**config.mk**
```make
export PLATFORM = sky130hd
export DESIGN_NAME = seq_detect_multi
export DESIGN_NICKNAME = d
export VERILOG_FILES = /design/src/rtl/seq_detect_multi.sv
export SDC_FILE = /design/constraint.sdc
export NUM_CORES = 1
export LEC_CHECK = 0
export ABC_CLOCK_PERIOD_IN_PS = 5400
export CORE_ASPECT_RATIO = 1.5
export CORE_MARGIN = 1
export CORE_UTILIZATION = 35
export DETAILED_ROUTE_END_ITERATION = 7
export SYNTH_ARGS = -nofsm -noshare
export SYNTH_HDL_FRONTEND = slang
export SYNTH_SLANG_ARGS = --single-unit
```
**constraint.sdc**
```tcl
create_clock -name clk -period 5.4 [get_ports clk]
set_input_delay 1.08 -clock clk [delete_from_list [all_inputs] [get_ports clk]]
set_output_delay 1.08 -clock clk [all_outputs]
set_load 0.02 [all_outputs]
```
**src/rtl/seq_detect_multi.sv**
```systemverilog
`default_nettype none
// seq_detect_multi: NUM_CH independent runtime-programmable serial pattern detectors
// with per-channel match pulses, any-match flag and saturating match counters. Rev 1.0
module seq_detect_multi #(
  parameter int  NUM_CH  = 4,
  parameter int  MAX_LEN = 8,
  parameter int  CNT_W   = 8,
  localparam int CH_W    = (NUM_CH > 1) ? $clog2(NUM_CH) : 1,
  localparam int LEN_W   = $clog2(MAX_LEN + 1)
) (
  input  logic                    clk,
  input  logic                    reset,
  input  logic                    cfg_we_i,
  input  logic [CH_W-1:0]         cfg_ch_i,
  input  logic [MAX_LEN-1:0]      cfg_pattern_i,
  input  logic [LEN_W-1:0]        cfg_len_i,
  input  logic                    cfg_overlap_i,
  input  logic [NUM_CH-1:0]       ch_en_i,
  input  logic [NUM_CH-1:0]       din_i,
  input  logic                    cnt_clr_i,
  output logic [NUM_CH-1:0]       match_o,
  output logic                    any_match_o,
  output logic [NUM_CH*CNT_W-1:0] match_cnt_o
);

  localparam logic [LEN_W-1:0] LEN_MAX = LEN_W'(MAX_LEN);
  localparam logic [CNT_W-1:0] CNT_MAX = '1;

  logic [LEN_W-1:0] cfg_len_clamped;
  assign cfg_len_clamped = (cfg_len_i > LEN_MAX) ? LEN_MAX : cfg_len_i;

  for (genvar i = 0; i < NUM_CH; i++) begin : g_ch
    // The oldest history bit is never compared, so only MAX_LEN-1 bits are stored.
    logic [MAX_LEN-2:0] hist_q, hist_d;
    logic [MAX_LEN-1:0] pattern_q, hist_n, len_mask;
    logic [LEN_W-1:0]   len_q, fill_q, fill_d, fill_n;
    logic [CNT_W-1:0]   cnt_q, cnt_d;
    logic               overlap_q, match_q, match_d, cfg_sel, hit;

    always_comb begin
      cfg_sel  = cfg_we_i && (cfg_ch_i == CH_W'(i));
      hist_n   = {hist_q, din_i[i]};
      fill_n   = (fill_q == LEN_MAX) ? fill_q : fill_q + 1'b1;
      len_mask = '0;
      for (int b = 0; b < MAX_LEN; b++) begin
        len_mask[b] = (LEN_W'(b) < len_q);
      end
      hit = ch_en_i[i] && !cfg_sel && (len_q != '0) && (fill_n >= len_q) &&
            (((hist_n ^ pattern_q) & len_mask) == '0);

      hist_d  = hist_n[MAX_LEN-2:0];
      fill_d  = fill_n;
      match_d = hit;
      // Non-overlap mode restarts history so the next match needs len fresh bits.
      if (cfg_sel || !ch_en_i[i] || (hit && !overlap_q)) begin
        hist_d = '0;
        fill_d = '0;
      end

      cnt_d = cnt_q;
      if (cnt_clr_i) begin
        cnt_d = '0;
      end else if (hit && (cnt_q != CNT_MAX)) begin
        cnt_d = cnt_q + 1'b1;
      end
    end

    always_ff @(posedge clk or posedge reset) begin
      if (reset) begin
        pattern_q <= '0;
        len_q     <= '0;
        overlap_q <= 1'b0;
        hist_q    <= '0;
        fill_q    <= '0;
        match_q   <= 1'b0;
        cnt_q     <= '0;
      end else begin
        if (cfg_sel) begin
          pattern_q <= cfg_pattern_i;
          len_q     <= cfg_len_clamped;
          overlap_q <= cfg_overlap_i;
        end
        hist_q  <= hist_d;
        fill_q  <= fill_d;
        match_q <= match_d;
        cnt_q   <= cnt_d;
      end
    end

    assign match_o[i]                    = match_q;
    assign match_cnt_o[i*CNT_W +: CNT_W] = cnt_q;
  end

  assign any_match_o = |match_o;

endmodule
`default_nettype wire

```
Word-level counts from Yosys, hierarchy flattened
Index checks and enable logic that the tools add are counted.
- bits in registers: 132
- bits of input ports: 27
- word-level logic and storage cells: 175
- add/subtract/negate cells: 8
- magnitude comparators: 37
- equality and inequality tests: 11
- muxes and demuxes: 21
- bitwise gates (word level): 8
- reductions and logical operators: 62
- operators by type and width (kind ; count):
    3-bit by 4-bit less-than comparator with 1-bit output (first input constant) ; 16
    8-bit 2-to-1 mux ; 8
    4-bit 2-to-1 mux ; 9
    8-bit by 1-bit adder with 8-bit output (second input constant) ; 4
    8-bit AND ; 4
    8-bit zero test ; 4
    1-bit by 4-bit less-than comparator with 1-bit output (first input constant) ; 8
    2-bit by 4-bit less-than comparator with 1-bit output (first input constant) ; 8
    8-bit inequality test (second input constant) ; 4
    8-bit XOR ; 4
    1-bit logical AND ; 28
    7-bit 2-to-1 mux ; 4
    4-bit by 1-bit adder with 4-bit output (second input constant) ; 4
    4-bit equality test (second input constant) ; 4
    4-bit greater-or-equal comparator ; 4
    4-bit nonzero test ; 4
    1-bit zero test ; 12
    1-bit logical OR ; 8
    2-bit nonzero test ; 4
    2-bit equality test (second input constant) ; 2
    4-bit > comparator (second input constant) ; 1
    4-bit OR reduction ; 1
    2-bit by 1-bit equality test with 1-bit output (second input constant) ; 1
    2-bit zero test ; 1

Depth between registers and ports, before layout
Gate-level depths: netlist of the first run.
- depth after elaboration: 10
- mapped depth: 14
- depth with buffers taken out: 13

Least setup slack after synthesis of the first run
OpenSTA, ideal clock, no wires.
- path type: reg2reg
- start: register g_ch[3].fill_q[0]
- end: register g_ch[3].cnt_q[3]
- arrival time: 2.502 ns
- required time: 5.273 ns
- path slack: 2.771 ns
- stages on the path, launching flop included: 14
- clock period less this slack: 2.629 ns
- cells stage by stage: dfrtp_1 > inv_1 > ha_1 > nand2_1 > nor2_1 > xnor2_1 > ha_1 > nand2b_1 > a2111oi_0 > nor3_1 > nand3_1 > inv_2 > and3_1 > mux2_1
- cells in the longest elaborated chain, start to end: 7
- elaborated cells on any way between the ends: 8
- those cells by class: add/sub: 1; order compare: 1; eq/ne: 1; mux: 1; reduce/logical: 4
- RTL lines (item ; line ; source):
    from (decl) ; 36 ; logic [LEN_W-1:0] len_q, fill_q, fill_d, fill_n;
    from (signal assigned) ; 84 ; fill_q <= fill_d;
    4-bit by 1-bit adder with 4-bit output / 4-bit equality test (equally long branches) ; 43 ; fill_n = (fill_q == LEN_MAX) ? fill_q : fill_q + 1'b1;
    4-bit 2-to-1 mux (*) ; 43 ;
    4-bit greater-or-equal comparator (*) ; 48 ; hit = ch_en_i[i] && !cfg_sel && (len_q != '0) && (fill_n >= len_q) &&
    1-bit logical AND (*) (2 in series) ; 48 ;
    via g_ch[3].hit ; 38 ; logic overlap_q, match_q, match_d, cfg_sel, hit;
    1-bit logical AND (*) ; 63 ; end else if (hit && (cnt_q != CNT_MAX)) begin
    2-bit nonzero test (no line) (*) ; - ;
    to (signal assigned) ; 86 ; cnt_q <= cnt_d;
    to (decl) ; 37 ; logic [CNT_W-1:0] cnt_q, cnt_d;
The timed path passes the listed nets; every way through them passes the cells marked *.
A chain may end at the register's enable or synchronous reset.

Worst setup path in the final report of the first run
- start: input cfg_we_i
- end: register g_ch[0].fill_q[0]
- cells in the longest elaborated chain, start to end: 9
- elaborated cells on any way between the ends: 10
- those cells by class: mux: 1; reduce/logical: 9
- RTL lines (item ; line ; source):
    from (decl) ; 13 ; input logic cfg_we_i,
    1-bit logical AND ; 41 ; cfg_sel = cfg_we_i && (cfg_ch_i == CH_W'(i));
    1-bit zero test ; 48 ;
    1-bit logical AND (4 in series) ; 48 ;
    via g_ch[0].hit ; 38 ;
    1-bit logical AND ; 55 ; if (cfg_sel || !ch_en_i[i] || (hit && !overlap_q)) begin
    1-bit logical OR ; 55 ;
    4-bit 2-to-1 mux ; 55 ;
    via g_ch[0].fill_d[0] ; 36 ;
    to (signal assigned) ; 84 ;
    to (decl) ; 36 ;
The timed path passes the listed nets, and every way through them passes these cells.

==> results.yml, run 1 <==
outcome:
  status: "complete, no violations"
logic_synthesis:
  syn_avg_cell_area_um2: 10.54
  synth_ff_type: "dfrtp_1"
  synth_seq_cells: 132
  syn_nets: 684
  synth-edff-count: 0
  yosysSeqAreaShare_pct: 49.81
  synth_cell_types: 63
  async_flop_share_pct: 100.0
  netlist_area_um2: 6631
  synth_warnings: 0
  synthesis.instances: 629
global_route:
  antenna_found_initial: 0
  grt_remaining_overflow: 0
  grt_pass1_vias: 4951
  grt_usage_pct: 16.42
  grt_pass1_wl_mm: 24.50
  grt_max_degree: 79
setup_path:
  start_kind: "primary input"
  arrival_ns: 3.69
  cp.required_ns: 5.73
  cpPeakStageDelay_ns: 0.65
  path_delay_family: "simple AND/OR/NAND/NOR gates"
  crit_fanout: 16
  crit_type: "in -> reg"
  endpoint: "g_ch[0].fill_q[0]"
  timing.rr.start: "g_ch[0].fill_q[0]"
  worstSetupStartpoint: "cfg_we_i"
  rr_worst_depth: 13
  r2r_slack_ns: 2.14
  cp_cell_sequence: "clkdlybuf4s50_1 > or3b_1 > nand2_2 > nor3_2 > nand3_2 > inv_1 > a21oi_1 > nor2b_1"
  crit_cells: 8
  crit_path_end_kind: "flop"
  cp_slowest_cell: "or3b_1"
  path_buf_inv: 2
  rr_endpoint: "g_ch[0].fill_q[0]"
detailed_routing:
  num_vias: 4809
  first_pass_iters: 4
  wire_per_inst_um: 15.21
  route.antenna.remaining_nets: 0
  routed_via_density: 5.009
  drc: 0
  routed_wl_mm: 14.60
  drtIter0Drc: 251
floorplanning:
  fp.dieH_um: 170.6
  dieArea_um2: 19510
  boundaryPins: 64
  initial_core_util_pct: 35.76
  rows: 61
  die_w_um: 114.4
  core_um2: 18550
cells_and_area:
  insertedDiodeCount: 0
  area.growth.synth_to_final_pct: 21.96
  fillers: 1765
  final_net_count: 750
  post-route-cell-area_um2: 8088
  drive_gt1_share_pct: 11.58
  layout.cells.non_filler: 960
pwr:
  p_sw_share_pct: 26.10
  seqPwrFrac_pct: 43.7
  power_switching_mw: 0.6839
  power_mw: 2.620
  combPwrFrac_pct: 13.9
  internal_power_mw: 1.936
  powerDensity_nw_per_um2: 324.0
  p_leak_nw: 3.546
  pwr-share-clk_pct: 42.4
  vdd_drop_max_mv: 0.1680
sta:
  finalSetupTns_ns: 0
  hold_viol_final: 0
  max_freq_mhz: 298.2
  clock_skew_ns: 0.007240
  whs_ns: 0.4809
  slew_viol_final: 0
  post-route-min-period_ns: 3.353
  setup_viol: 0
  maxSlewHeadroom_pct: 32.84
  rsz0062_at_grt: "false"
  period_share_pct: 62.10
  worstMarginPinSlew_ns: 1.007
placed_design:
  dp_cells: 928
  dp_hpwl_mm: 10.60
  portBuffers: 63
  place_area_um2: 7511
  gp_congestion: 0.8445
clocking:
  post_cts_resized: 0
  clkSinkCount: 132
  cts_tree: "built"
  cts.clk_slew.worst_paths_ns: 0.06
  cts_max_level: 4
  cts_root_buf: "clkbuf_16"
  cts_hold_buf: 0
  cts_buffer_depth: 2
  cts_setup_buffers: 0
  cts_buffers: 17
  insertion_delay_ns: 0.41
job:
  maxCapViolCount: 0
hold_path:
  min_path_type: "reg -> reg"
-- per-stage QoR --
step                utilization [%]  worst slack (ns)
CTS                           43.61             2.092
global route                  43.61             1.826
finish                        43.61             2.047
detailed placement            40.50             1.676
global placement              40.50             1.772
floorplan                         -            0.7940
-- cell families (layout without fill, tap and decap cells) --
logic type | Yosys count | after routing | synth area share (%)
simple gates | 225 | 225 | 18.53
flops | 132 | 132 | 49.81
compound gates | 105 | 105 | 10.47
buf+inv | 57 | 136 | 3.717
xor+xnor | 44 | 44 | 5.811
mux | 38 | 38 | 6.377
fa+ha+maj | 28 | 28 | 5.283
-- routing by layer --
metal  track usage [%]  share of wire, %
met4             6.437               2.0
met3             3.011               3.3
met5                 0                 0
met2             29.43                53
met1             19.23                42
-- cells in the final DEF, fill, tap and decap left out, drive strengths merged, types with 8 or more instances in the layout --
cell type,count
a21oi,23
and2,45
and3,9
clkbuf,19
clkdlybuf4s50,63
dfrtp,132
ha,28
inv,39
mux2,34
nand2,63
nand3,26
nor2,21
nor3,11
o21ai,39
or3,8
or4,8
xnor2,26
xor2,18
-- tightest hold or removal path, delay by kind of cell, from the launching register on --
kind,cells,cell delay (ns)
and+or+nand+nor,2,0.10
DFF,1,0.35
-- power groups by stage --
| stage | combinational, mW | sequential, mW | clock, mW |
|---|---|---|---|
| after floorplan | 0.269 | 1.14 | 0 |
| after global placement | 0.360 | 1.16 | 0 |
| after detailed placement | 0.370 | 1.16 | 0 |
| after CTS | 0.373 | 1.15 | 1.14 |
| after global routing | 0.414 | 1.16 | 1.19 |
| final | 0.365 | 1.14 | 1.11 |
-- layout make-up --
cell class / count / area [µm²] / area share (%)
sequential: 132 / 3303 / 40.84
tap: 252 / 315.3 / 3.899
clock inverter: 13 / 133.9 / 1.655
multi-input combinational: 440 / 3082 / 38.10
timing repair buffer: 66 / 665.6 / 8.230
inverter: 38 / 145.1 / 1.795
clock buffer: 19 / 442.9 / 5.476
-- synth_stat cells, types with 5 or more instances --
| library cell | n | share of area (%) |
|---|---|---|
| nand2b_1 | 7 | 0.66 |
| nor3_1 | 8 | 0.60 |
| nor2_1 | 21 | 1.2 |
| and3_1 | 9 | 0.85 |
| a211oi_1 | 5 | 0.57 |
| ha_1 | 28 | 5.3 |
| o21ai_0 | 39 | 2.9 |
| xnor2_1 | 26 | 3.4 |
| nand2_1 | 62 | 3.5 |
| or3_1 | 8 | 0.75 |
| nor2b_1 | 5 | 0.47 |
| a21oi_1 | 22 | 1.7 |
| nand3_1 | 24 | 1.8 |
| or4_1 | 8 | 0.91 |
| and2_1 | 45 | 4.2 |
| nand4_1 | 7 | 0.66 |
| clkbuf_1 | 11 | 0.62 |
| mux2_2 | 33 | 5.6 |
| inv_1 | 37 | 2.1 |
| dfrtp_1 | 132 | 50 |
| xor2_1 | 18 | 2.4 |
-- registers in the layout, indices dropped and copies added, names as in the netlist --
register and cells:
g_ch.cnt_q 32, g_ch.pattern_q 32, g_ch.hist_q 28, g_ch.fill_q 16, g_ch.len_q 16, g_ch.match_q 4
g_ch.overlap_q 4
-- how the worst min path moves through the flow --
stage	from	to	slack (ns)	cells past startpoint
after detailed placement	g_ch[0].overlap_q	g_ch[0].overlap_q	0.47	2
after floorplan	g_ch[0].overlap_q	g_ch[0].overlap_q	0.45	2
after CTS	g_ch[0].overlap_q	g_ch[0].overlap_q	0.49	2
after global routing	g_ch[0].overlap_q	g_ch[0].overlap_q	0.52	2
after global placement	g_ch[0].overlap_q	g_ch[0].overlap_q	0.47	2
final	g_ch[0].overlap_q	g_ch[0].overlap_q	0.48	2
Note: power is estimated with default switching activity, not from simulation.
==> inputs of run 2 (changes only) <==
--- a/config.mk
+++ b/config.mk
@@ -5,7 +5,7 @@
 export SDC_FILE = /design/constraint.sdc
 export NUM_CORES = 1
 export LEC_CHECK = 0
-export ABC_CLOCK_PERIOD_IN_PS = 5400
+export ABC_CLOCK_PERIOD_IN_PS = 3200
 export CORE_ASPECT_RATIO = 1.5
 export CORE_MARGIN = 1
 export CORE_UTILIZATION = 35
==> constraint.sdc (replaced) <==
create_clock -name clk -period 3.2 [get_ports clk]
set_input_delay 0.64 -clock clk [delete_from_list [all_inputs] [get_ports clk]]
set_output_delay 0.64 -clock clk [all_outputs]
set_load 0.02 [all_outputs]
==> run 2 against run 1 <==
Net effect:
- global-route usage up 0.13 points
- utilization up 0.66 points
- die area unchanged
- clock power up 78%
- largest power group is now the clock network
- highest routed layer unchanged
- first-iteration DRC count down 19%
==> results.yml, run 2 (synthesis results as in run 1) <==
sta:
  worstMarginPinSlew_ns: 0.6321
  finalSetupTns_ns: 0
  period_share_pct: 93.09
  clock_skew_ns: 0.005391
  max_freq_mhz: 335.7
  post-route-min-period_ns: 2.979
  rsz0062_at_grt: "false"
  setup_ws_ns: 0.2211
  setup_viol: 0
  slew_viol_final: 0
  maxSlewHeadroom_pct: 57.77
  hold_viol_final: 0
global_route:
  grt_usage_pct: 16.55
  antenna_found_initial: 0
  grt_remaining_overflow: 0
  grt_max_degree: 44
  grt_pass1_vias: 4974
  grt_pass1_wl_mm: 24.72
cells_and_area:
  insertedDiodeCount: 0
  seq_area_um2: 3303
  layout.cells.non_filler: 967
  fillers: 1759
  layout_common_cells: "dfrtp_1 (132), clkdlybuf4s50_1 (63), nand2_1 (62)"
  final_net_count: 760
  final_common_cell: "dfrtp_1"
  largestRegisters: "g_ch.cnt_q (32), g_ch.pattern_q (32), g_ch.hist_q (28)"
  post-route-cell-area_um2: 8210
  drive_gt1_share_pct: 12.45
  multi_input_area_um2: 3090
  area.growth.synth_to_final_pct: 23.81
clocking:
  cts_root_buf: "clkbuf_16"
  insertion_delay_ns: 0.42
  cts.clk_slew.worst_paths_ns: 0.05
  clkSinkCount: 132
  cts_buffer_depth: 2
  cts_tree: "built"
  cts_max_level: 4
  cts_buffers: 17
detailed_routing:
  drc: 0
  wire_per_inst_um: 15.17
  route.antenna.remaining_nets: 0
  drtIter0Drc: 203
  num_vias: 4880
  routed_via_density: 5.047
  first_pass_iters: 4
  routed_wl_mm: 14.67
setup_path:
  timing.rr.start: "g_ch[3].fill_q[0]"
  crit_top_cell: "ha_1"
  cp_cell_sequence: "inv_1 > ha_1 > nand2_1 > nor2_1 > xnor2_1 > ha_1 > nand2b_1 > a2111oi_0 > nor3_1 > nand3_1 > inv_2 > and3_1 > mux2_1"
  cp.required_ns: 3.50
  start_kind: "flop"
  crit_fanout: 10
  crit_path_end_kind: "flop"
  arrival_ns: 3.27
  crit_type: "reg -> reg"
  worstSetupStartpoint: "g_ch[3].fill_q[0]"
  cpPeakStageDelay_ns: 0.41
  cp_slowest_cell: "a2111oi_0"
floorplanning:
  initial_core_util_pct: 35.76
  boundaryPins: 64
  rows: 61
  die_w_um: 114.4
  core_um2: 18550
  dieArea_um2: 19510
  fp.dieH_um: 170.6
placed_design:
  place_area_um2: 7600
  dp_cells: 938
  gp_congestion: 0.8333
  dp_hpwl_mm: 10.89
  post-place-ws_ns: 0.2659
  portBuffers: 63
hold_path:
  worstHoldStart: "g_ch[0].overlap_q"
  min_path_type: "reg -> reg"
pwr:
  p_leak_nw: 3.617
  vdd_drop_max_mv: 0.3256
  power_mw: 4.545
  powerDensity_nw_per_um2: 553.5
outcome:
  status: "complete, no violations"
job:
  maxCapViolCount: 0
run 2: cell count changes in the layout (fill, tap and decap cells not counted), sizes merged:
cell	previous run	this run
bufinv	2	4
buf	3	13
inv	39	37
clkinvlp	6	3
run 2: critical path, delay by kind of cell, from the launching register on:
family                   cells  cell delay, ns
AND/OR/NAND/NOR              6            0.84
flip-flops                   1            0.36
AO/OA/AOI/OAI                1            0.41
XOR/XNOR                     1            0.24
adder cells (fa/ha/maj)      2            0.48
multiplexers                 1            0.31
buffers and inverters        2            0.22
run 2: path summary, 6_finish.rpt:
check	to	slack, ns	cells past startpoint
worst max-delay path	g_ch[3].cnt_q[3]	0.22	13
worst min-delay path	g_ch[0].overlap_q	0.49	2
worst max register to register	g_ch[3].cnt_q[3]	0.22	13
worst min register to register	g_ch[0].overlap_q	0.49	2
max in group asynchronous	g_ch[0].len_q[0]	1.73	4
min in group asynchronous	g_ch[2].fill_q[1]	0.65	2
run 2: routing by layer:
layer / GRT usage, % / share of wire [%] / vias to the layer above
met5: 0 / 0 / -
met4: 6.042 / 1.5 / 0
met3: 3.649 / 3.0 / 22
met2: 29.14 / 52 / 87
met1: 19.61 / 43 / 2420
li1: - / - / 2351
run 2: timing repair:
item,CTS,global route
endpoints found under the hold margin,0,0
gates resized for setup,0,2
buffers inserted,0,0
hold buffers,0,0
endpoints found under the setup margin,0,22
run 2: power by group:
part / internal (mW) / total [mW] / switching [mW]
combinational: 0.310 / 0.627 / 0.318
sequential: 1.81 / 1.93 / 0.125
clock: 1.30 / 1.98 / 0.679
run 2: layout make-up:
type                            instances  area share [%]
Inverter                               38           1.783
Timing Repair Buffer                   76           9.174
Multi-Input combinational cell        440           37.64
Sequential cell                       132           40.23
Clock inverter                         10           1.935
Clock buffer                           19           5.395
Tap cell                              252           3.840
run 2: metrics by stage:
stage               hold WS, ns  utilization [%]
floorplan                0.4457                -
global placement         0.4726            40.98
detailed placement       0.4866            40.98
CTS                      0.4989            44.22
global route             0.5140            44.27
finish                   0.4919            44.27
==> inputs of run 3 (changes only) <==
--- a/config.mk
+++ b/config.mk
@@ -9,6 +9,7 @@
 export CORE_ASPECT_RATIO = 1.5
 export CORE_MARGIN = 1
 export CORE_UTILIZATION = 35
+export CTS_CLUSTER_DIAMETER = 120
 export DETAILED_ROUTE_END_ITERATION = 7
 export SYNTH_ARGS = -nofsm -noshare
 export SYNTH_HDL_FRONTEND = slang
==> results of run 3 <==
Same layout as run 2: the final DEF is identical, and so are final timing and power.
